`src/rtl/shift_buffer_pkg.sv`:
```
// Shared constants for the packet receive buffer and the downstream decoder:
// frame width, sync mask and the sync field bounds.
package shift_buffer_pkg;

  localparam int WIDTH = 64;

  localparam logic [WIDTH-1:0] SYNC_MASK = 64'h7C00_001F_0000_01FF;

  localparam int SYNC_A_MSB = 62;
  localparam int SYNC_A_LSB = 58;
  localparam int SYNC_B_MSB = 36;
  localparam int SYNC_B_LSB = 32;
  localparam int SYNC_C_MSB = 8;
  localparam int SYNC_C_LSB = 0;

  typedef enum logic {
    ST_HUNT   = 1'b0,
    ST_FROZEN = 1'b1
  } sb_state_e;

  // All three sync fields are ones; the payload bits are ignored.
  function automatic logic sync_match(input logic [WIDTH-1:0] v);
    return (v & SYNC_MASK) == SYNC_MASK;
  endfunction

endpackage

```
`src/rtl/shift_buffer_if.sv`:
```
// Bit-stream / frame bus between the bit slicer, the receive buffer and the
// packet decoder.
interface shift_buffer_if;
  import shift_buffer_pkg::*;

  logic             en;
  logic             din;
  logic             pkt_rst;
  logic [WIDTH-1:0] dout;
  logic             pkt_rec;

  modport master (output en, din, pkt_rst, input dout, pkt_rec);
  modport slave  (input en, din, pkt_rst, output dout, pkt_rec);

endinterface

```
`src/rtl/shift_buffer.sv`:
```
// Serial-to-parallel receive buffer: shifts din in MSB-first while hunting,
// freezes the frame once all sync fields are ones until pkt_rst releases it.
module shift_buffer
  import shift_buffer_pkg::*;
(
  input  logic          clk,
  input  logic          rst,
  shift_buffer_if.slave bus
);

  sb_state_e        state_q, state_d;
  logic [WIDTH-1:0] sreg_q, sreg_d;
  logic [WIDTH-1:0] nxt;
  logic             shift;

  assign nxt   = {sreg_q[WIDTH-2:0], bus.din};
  assign shift = (state_q == ST_HUNT) && bus.en;

  always_ff @(posedge clk) begin
    if (rst) begin
      state_q <= ST_HUNT;
      sreg_q  <= '0;
    end else begin
      state_q <= state_d;
      sreg_q  <= sreg_d;
    end
  end

  // Detection looks at the value being loaded, so the flag rises on the same
  // edge that shifts in the last sync bit.
  always_comb begin
    state_d = state_q;
    sreg_d  = sreg_q;
    if (bus.pkt_rst) begin
      state_d = ST_HUNT;
      sreg_d  = '0;
    end else if (shift) begin
      sreg_d = nxt;
      if (sync_match(nxt)) state_d = ST_FROZEN;
    end
  end

  assign bus.dout    = sreg_q;
  assign bus.pkt_rec = (state_q == ST_FROZEN);

endmodule

```
`src/flat_wrapper.sv`:
```
// flat-port wrapper written by rule: the top's interface ports become plain ports
module shift_buffer_flat import shift_buffer_pkg::*;
  (clk, rst, bus_en, bus_din, bus_pkt_rst, bus_dout, bus_pkt_rec);
  shift_buffer_if bus_i ();
  input  logic clk;
  input  logic rst;
  input wire logic [$bits(bus_i.en)-1:0] bus_en;
  input wire logic [$bits(bus_i.din)-1:0] bus_din;
  input wire logic [$bits(bus_i.pkt_rst)-1:0] bus_pkt_rst;
  output wire logic [$bits(bus_i.dout)-1:0] bus_dout;
  output wire logic [$bits(bus_i.pkt_rec)-1:0] bus_pkt_rec;
  assign bus_i.en = bus_en;
  assign bus_i.din = bus_din;
  assign bus_i.pkt_rst = bus_pkt_rst;
  assign bus_dout = bus_i.dout;
  assign bus_pkt_rec = bus_i.pkt_rec;
  shift_buffer u_core (.clk(clk), .rst(rst), .bus(bus_i));
endmodule
```
`config.mk`:
```
export PLATFORM = sky130hd
export DESIGN_NAME = shift_buffer_flat
export DESIGN_NICKNAME = d
export VERILOG_FILES = /design/src/rtl/shift_buffer_pkg.sv /design/src/rtl/shift_buffer_if.sv /design/src/rtl/shift_buffer.sv /design/src/flat_wrapper.sv
export SDC_FILE = /design/constraint.sdc
export NUM_CORES = 1
export LEC_CHECK = 0
export ABC_AREA = 1
export BUFFER_PORTS_ARGS = -buffer_cell sky130_fd_sc_hd__buf_2
export CAP_MARGIN = 20
export CORE_ASPECT_RATIO = 0.75
export CORE_MARGIN = 2
export CORE_UTILIZATION = 45
export DETAILED_ROUTE_END_ITERATION = 7
export PLACE_DENSITY = 0.73
export SYNTH_ARGS = -nofsm -noshare
export SYNTH_HDL_FRONTEND = slang
export SYNTH_SLANG_ARGS = --single-unit
```
`constraint.sdc`:
```
create_clock -name clk -period 1.3 [get_ports clk]
set_input_delay 0.13 -clock clk [delete_from_list [all_inputs] [get_ports clk]]
set_output_delay 0.13 -clock clk [all_outputs]
set_load 0.03 [all_outputs]
```
Word-level counts from Yosys, hierarchy flattened
Cells that the tools add are included.
Widths: inputs -> output; s select.
{"block": "totals", "register_bits": 65, "output_inout_bits": 65, "wordCells": 7}
{"block": "classes", "n_eq_ne": 1, "bitwise": 1, "reduce_logical": 3}
{"cell": "$eq 19x19->1 const B", "count": 1}
{"cell": "$reduce_and 2->1", "count": 1}
{"cell": "$reduce_or 2->1", "count": 1}
{"cell": "$logic_and 1x1->1", "count": 1}
{"cell": "$not 1->1", "count": 1}

Depth between registers and ports, before layout
{"block": "logic_depth", "ltp_word": 3, "ltp_mapped": 7}

Worst setup path after synthesis
Ideal clock, no wire load.
{"block": "synth_timing", "path_kind": "register to register", "from": "register u_core.state_q (netlist: u_core.bus.pkt_rec)", "to": "register u_core.sreg_q[31] (netlist: u_core.bus.dout[31])", "setup_ns": 0.066, "arrival_ns": 1.095, "required_ns": 1.234, "setup_slack_ns": 0.139, "path_stages_with_launch": 7, "path_buffers": 2, "synth_period_minus_slack_ns": 1.161, "cell_sequence": "dfxtp_1 -> inv_2 -> nand2_2 -> buf_6 -> buf_4 -> nand2_1 -> a21oi_2"}
{"block": "synth_via", "elab_chain_cells": 2}
{"item": "start, declared", "line": "shift_buffer.sv:11", "rtl": "sb_state_e state_q, state_d;"}
{"item": "start signal, assigned", "line": "shift_buffer.sv:24", "rtl": "state_q <= state_d;"}
{"item": "$not 1->1", "line": "shift_buffer.sv:17", "rtl": "assign shift = (state_q == ST_HUNT) && bus.en;"}
{"item": "$logic_and 1x1->1", "line": "shift_buffer.sv:17"}
{"item": "end signal, assigned", "line": "shift_buffer.sv:25", "rtl": "sreg_q <= sreg_d;"}
{"item": "end, declared", "line": "shift_buffer.sv:12", "rtl": "logic [WIDTH-1:0] sreg_q, sreg_d;"}
Every way passes these cells.
A chain may end at the register's enable or synchronous reset.

Worst setup path after layout
{"block": "layout_timing", "from": "register u_core.state_q (netlist: u_core.bus.pkt_rec)", "to": "register u_core.sreg_q[19] (netlist: u_core.bus.dout[19])"}
Same word-level chain as after synthesis.

==> report_table.html <==
<table>
<tr><th>Metric</th><th>Value</th></tr>
<tr><th colspan="2">Status</th></tr>
<tr><td>Outcome</td><td>complete, no violations</td></tr>
<tr><th colspan="2">Timing</th></tr>
<tr><td>Final Hold Fails</td><td>0</td></tr>
<tr><td>Period utilization</td><td>0.842</td></tr>
<tr><td>Final WS setup</td><td>between 200 and 250 ps</td></tr>
<tr><td>Sum of negative setup slack</td><td>0 ps</td></tr>
<tr><td>Worst relative slew slack</td><td>0.733</td></tr>
<tr><td>Final setup violation count</td><td>0</td></tr>
<tr><td>Final critical-path required period</td><td>~1100 ps</td></tr>
<tr><td>Worst Clk Skew</td><td>4.37 ps</td></tr>
<tr><td>Max Slew Vio Count</td><td>0</td></tr>
<tr><td>Peak clock frequency supported by timing</td><td>~910 MHz</td></tr>
<tr><td>Unrepaired setup endpoints after global routing</td><td>no</td></tr>
<tr><td>Slew at the pin closest to its max-slew limit</td><td>~400 ps</td></tr>
<tr><th colspan="2">Worst setup path</th></tr>
<tr><td>Setup slack, reg-to-reg</td><td>200 ps</td></tr>
<tr><td>FF-to-FF End</td><td>u_core.bus.dout[19]</td></tr>
<tr><td>Setup crit end kind</td><td>flip-flop</td></tr>
<tr><td>Critical path required time</td><td>about 1600 ps</td></tr>
<tr><td>Worst R2R Start</td><td>u_core.bus.pkt_rec</td></tr>
<tr><td>Maximum fanout count along the critical path</td><td>29</td></tr>
<tr><td>Startpoint Class</td><td>flip-flop</td></tr>
<tr><td>Number of cells on the worst reg-to-reg path</td><td>5</td></tr>
<tr><td>Crit Path Category</td><td>reg -&gt; reg</td></tr>
<tr><td>Worst endpoint data arrival time</td><td>1350 ps</td></tr>
<tr><th colspan="2">Power and ir drop</th></tr>
<tr><td>IR drop worst, VDD</td><td>around 0.00057 V</td></tr>
<tr><td>Total power consumption of the routed design</td><td>~3.8 mW</td></tr>
<tr><td>Total leakage power</td><td>1.15 nW</td></tr>
<tr><td>Power density cells</td><td>1230 mW/mm²</td></tr>
<tr><th colspan="2">Placed design</th></tr>
<tr><td>Setup Slack @ Placement</td><td>213 ps</td></tr>
<tr><td>Detail Placement HPWL</td><td>3480 µm</td></tr>
<tr><td>Number of port buffers</td><td>69</td></tr>
<tr><td>Final weighted congestion in routability-driven placement</td><td>approximately 0.75</td></tr>
<tr><th colspan="2">Routing</th></tr>
<tr><td>Total length of routed wires</td><td>5320 µm</td></tr>
<tr><td>Iteration-0 DRC count of the detailed router</td><td>115</td></tr>
<tr><td>Routed wire length per instance</td><td>about 12 µm</td></tr>
<tr><td>Via density</td><td>4.77</td></tr>
<tr><td># DRC</td><td>0</td></tr>
<tr><td>Number of iterations in the first detailed-routing pass</td><td>4</td></tr>
<tr><td>Vias</td><td>2,123</td></tr>
<tr><td>Detail Route Antenna Nets</td><td>0</td></tr>
<tr><th colspan="2">Floorplanning</th></tr>
<tr><td>FP Rows</td><td>23</td></tr>
<tr><td>Initial Util</td><td>0.470</td></tr>
<tr><td>Core region area</td><td>0.00541 mm²</td></tr>
<tr><td>Vertical extent of the die</td><td>between 60 and 70 µm</td></tr>
<tr><td>Floorplan die area</td><td>0.00628 mm²</td></tr>
<tr><td>Top Ports</td><td>70</td></tr>
<tr><td>Die Span X</td><td>90.8 µm</td></tr>
<tr><th colspan="2">Global routing</th></tr>
<tr><td>Number of antenna violations at the first check in global routing</td><td>0</td></tr>
<tr><td>Overall routing resource usage</td><td>0.175</td></tr>
<tr><td>Global route overflow</td><td>0</td></tr>
<tr><td>Pin count of the biggest net entering global routing</td><td>66</td></tr>
<tr><td>Vias in the first global route</td><td>approximately 1,900</td></tr>
<tr><td>First-pass GRT wire length</td><td>8840 µm</td></tr>
<tr><th colspan="2">Synth</th></tr>
<tr><td>Area of the mapped netlist</td><td>0.00254 mm²</td></tr>
<tr><td>Count of state elements after synthesis</td><td>65</td></tr>
<tr><td>Sequential element share of the synthesized area</td><td>0.511</td></tr>
<tr><td>Warning count from the yosys run</td><td>0</td></tr>
<tr><td>Cells after synthesis</td><td>around 300</td></tr>
<tr><td>Netlist cell types</td><td>14</td></tr>
<tr><td>Synthesized area per cell</td><td>8.51 µm²</td></tr>
<tr><td>Total nets after synthesis</td><td>304</td></tr>
<tr><th colspan="2">Clock tree</th></tr>
<tr><td>Root buffer cell</td><td>sky130_fd_sc_hd__clkbuf_8</td></tr>
<tr><td>Post-CTS setup buffers</td><td>0</td></tr>
<tr><td>Number of H-tree levels</td><td>3</td></tr>
<tr><td>Number of clock sinks seen by CTS</td><td>between 60 and 70</td></tr>
<tr><td>CTS hold repair buffers</td><td>0</td></tr>
<tr><td>Total of cells resized after clock tree synthesis</td><td>0</td></tr>
<tr><td>Clock transition time at the flip-flop clock pins of the worst setup and hold paths</td><td>70 ps</td></tr>
<tr><td>TritonCTS Buffers</td><td>9</td></tr>
<tr><td>Source-to-sink clock delay at the later pin of the worst-skew pair</td><td>between 300 and 400 ps</td></tr>
<tr><td>Buffers from clock root to sink, at most</td><td>2</td></tr>
<tr><td>CTS tree</td><td>done</td></tr>
<tr><th colspan="2">Finish</th></tr>
<tr><td>Most frequent cells in the layout</td><td>sky130_fd_sc_hd__nand2_1 (138), sky130_fd_sc_hd__buf_2 (69), sky130_fd_sc_hd__dfxtp_1 (65), sky130_fd_sc_hd__a21oi_2 (50), sky130_fd_sc_hd__a21oi_1 (15)</td></tr>
<tr><td>Layout area overhead</td><td>22.1%</td></tr>
<tr><td>Number of nets at the end of the flow</td><td>371</td></tr>
<tr><td>Share of cells above drive strength 1</td><td>0.389</td></tr>
<tr><td>Commonest non-fill, non-tap cell in the layout</td><td>sky130_fd_sc_hd__nand2_1</td></tr>
<tr><td>Diode count</td><td>0</td></tr>
<tr><th colspan="2">Run</th></tr>
<tr><td>Number of violations of the max-capacitance limit</td><td>0</td></tr>
<tr><th colspan="2">Worst hold path</th></tr>
<tr><td>WHS Endpoint</td><td>u_core.bus.dout[0]</td></tr>
<tr><td>Worst min-delay path startpoint</td><td>bus_din</td></tr>
<tr><td>Path type of the worst min-delay path</td><td>in -&gt; reg</td></tr>
<tr><td>Hold Crit Depth</td><td>3</td></tr>
</table>
[cell families after synthesis]
kind of cell,share of synthesized area
simple gates,0.218
compound gates,0.202
flops,0.511
buf+inv,0.0688
[through the flow]
stage | instance area (µm²) | cells | utilization | hold slack [ps]
5_1_grt | 3110 | 445 | 0.574 | 48.1
6_report | 3110 | 445 | 0.574 | 65.7
4_1_cts | 3110 | 445 | 0.574 | 51.6
3_3_place_gp | 2910 | 430 | 0.538 | 390
2_1_floorplan | 2540 | 299 | - | 273
3_5_place_dp | 2910 | 430 | 0.538 | 404
[per-layer routing]
layer / up-vias / wire, µm / global-route usage
li1: 1084 / - / -
met1: 980 / 2600 / 0.232
met2: 49 / 2360 / 0.261
met3: 10 / 261 / 0.0634
met4: 0 / 93 / 0.0707
met5: - / 0 / 0
[flip-flops by register name, indices dropped and copies added (netlist names)]
register            flops
u_core.bus.dout        64
u_core.bus.pkt_rec      1
[synth_stat cells]
cell | number | share of area
sky130_fd_sc_hd__nand2_1 | 138 | 0.20
sky130_fd_sc_hd__dfxtp_1 | 65 | 0.51
sky130_fd_sc_hd__a21oi_2 | 50 | 0.17
sky130_fd_sc_hd__a21oi_1 | 15 | 0.029
sky130_fd_sc_hd__buf_6 | 8 | 0.035
sky130_fd_sc_hd__buf_4 | 6 | 0.018
sky130_fd_sc_hd__buf_2 | 5 | 0.0098
sky130_fd_sc_hd__nor2_1 | 5 | 0.0074
sky130_fd_sc_hd__inv_2 | 2 | 0.0030
sky130_fd_sc_hd__clkbuf_1 | 1 | 0.0015
sky130_fd_sc_hd__inv_1 | 1 | 0.0015
sky130_fd_sc_hd__nand2_2 | 1 | 0.0025
sky130_fd_sc_hd__nand4_1 | 1 | 0.0025
sky130_fd_sc_hd__or2_1 | 1 | 0.0025
[worst max path at each step]
stage / end / from / slack [ps]
final: u_core.bus.dout[19] / u_core.bus.pkt_rec / 200
after global routing: u_core.bus.dout[21] / u_core.bus.pkt_rec / 70
after CTS: u_core.bus.dout[19] / u_core.bus.pkt_rec / 200
after detailed placement: u_core.bus.dout[19] / u_core.bus.pkt_rec / 210
after global placement: u_core.bus.dout[22] / u_core.bus.pkt_rec / 250
after floorplan: u_core.bus.dout[31] / u_core.bus.pkt_rec / 140
[power breakdown]
| part | switching (mW) | total (mW) | internal [mW] | leakage, nW |
|---|---|---|---|---|
| registers | 0.00107 | 1.99 | 1.99 | 0.523 |
| clock network | 0.709 | 1.68 | 0.974 | 0.102 |
| logic | 0.113 | 0.155 | 0.0414 | 0.529 |
[worst max-delay path, cell delays in order (launching register included)]
cell and delay, ps:
sky130_fd_sc_hd__dfxtp_1 330, sky130_fd_sc_hd__inv_2 40, sky130_fd_sc_hd__nand2_2 80, sky130_fd_sc_hd__buf_4 300
sky130_fd_sc_hd__nand2_1 120, sky130_fd_sc_hd__a21oi_2 140
[area by class of cell]
cell class                 count  area, µm²
fill                         546       2300
tap                           75       93.8
timing repair buffer          76        435
inverter                       3       11.3
clock buffer                  12        155
multi-input combinational    211       1070
sequential                    65       1300
clock inverter                 3       40.0
No activity file was read; power rests on OpenSTA's default activity.
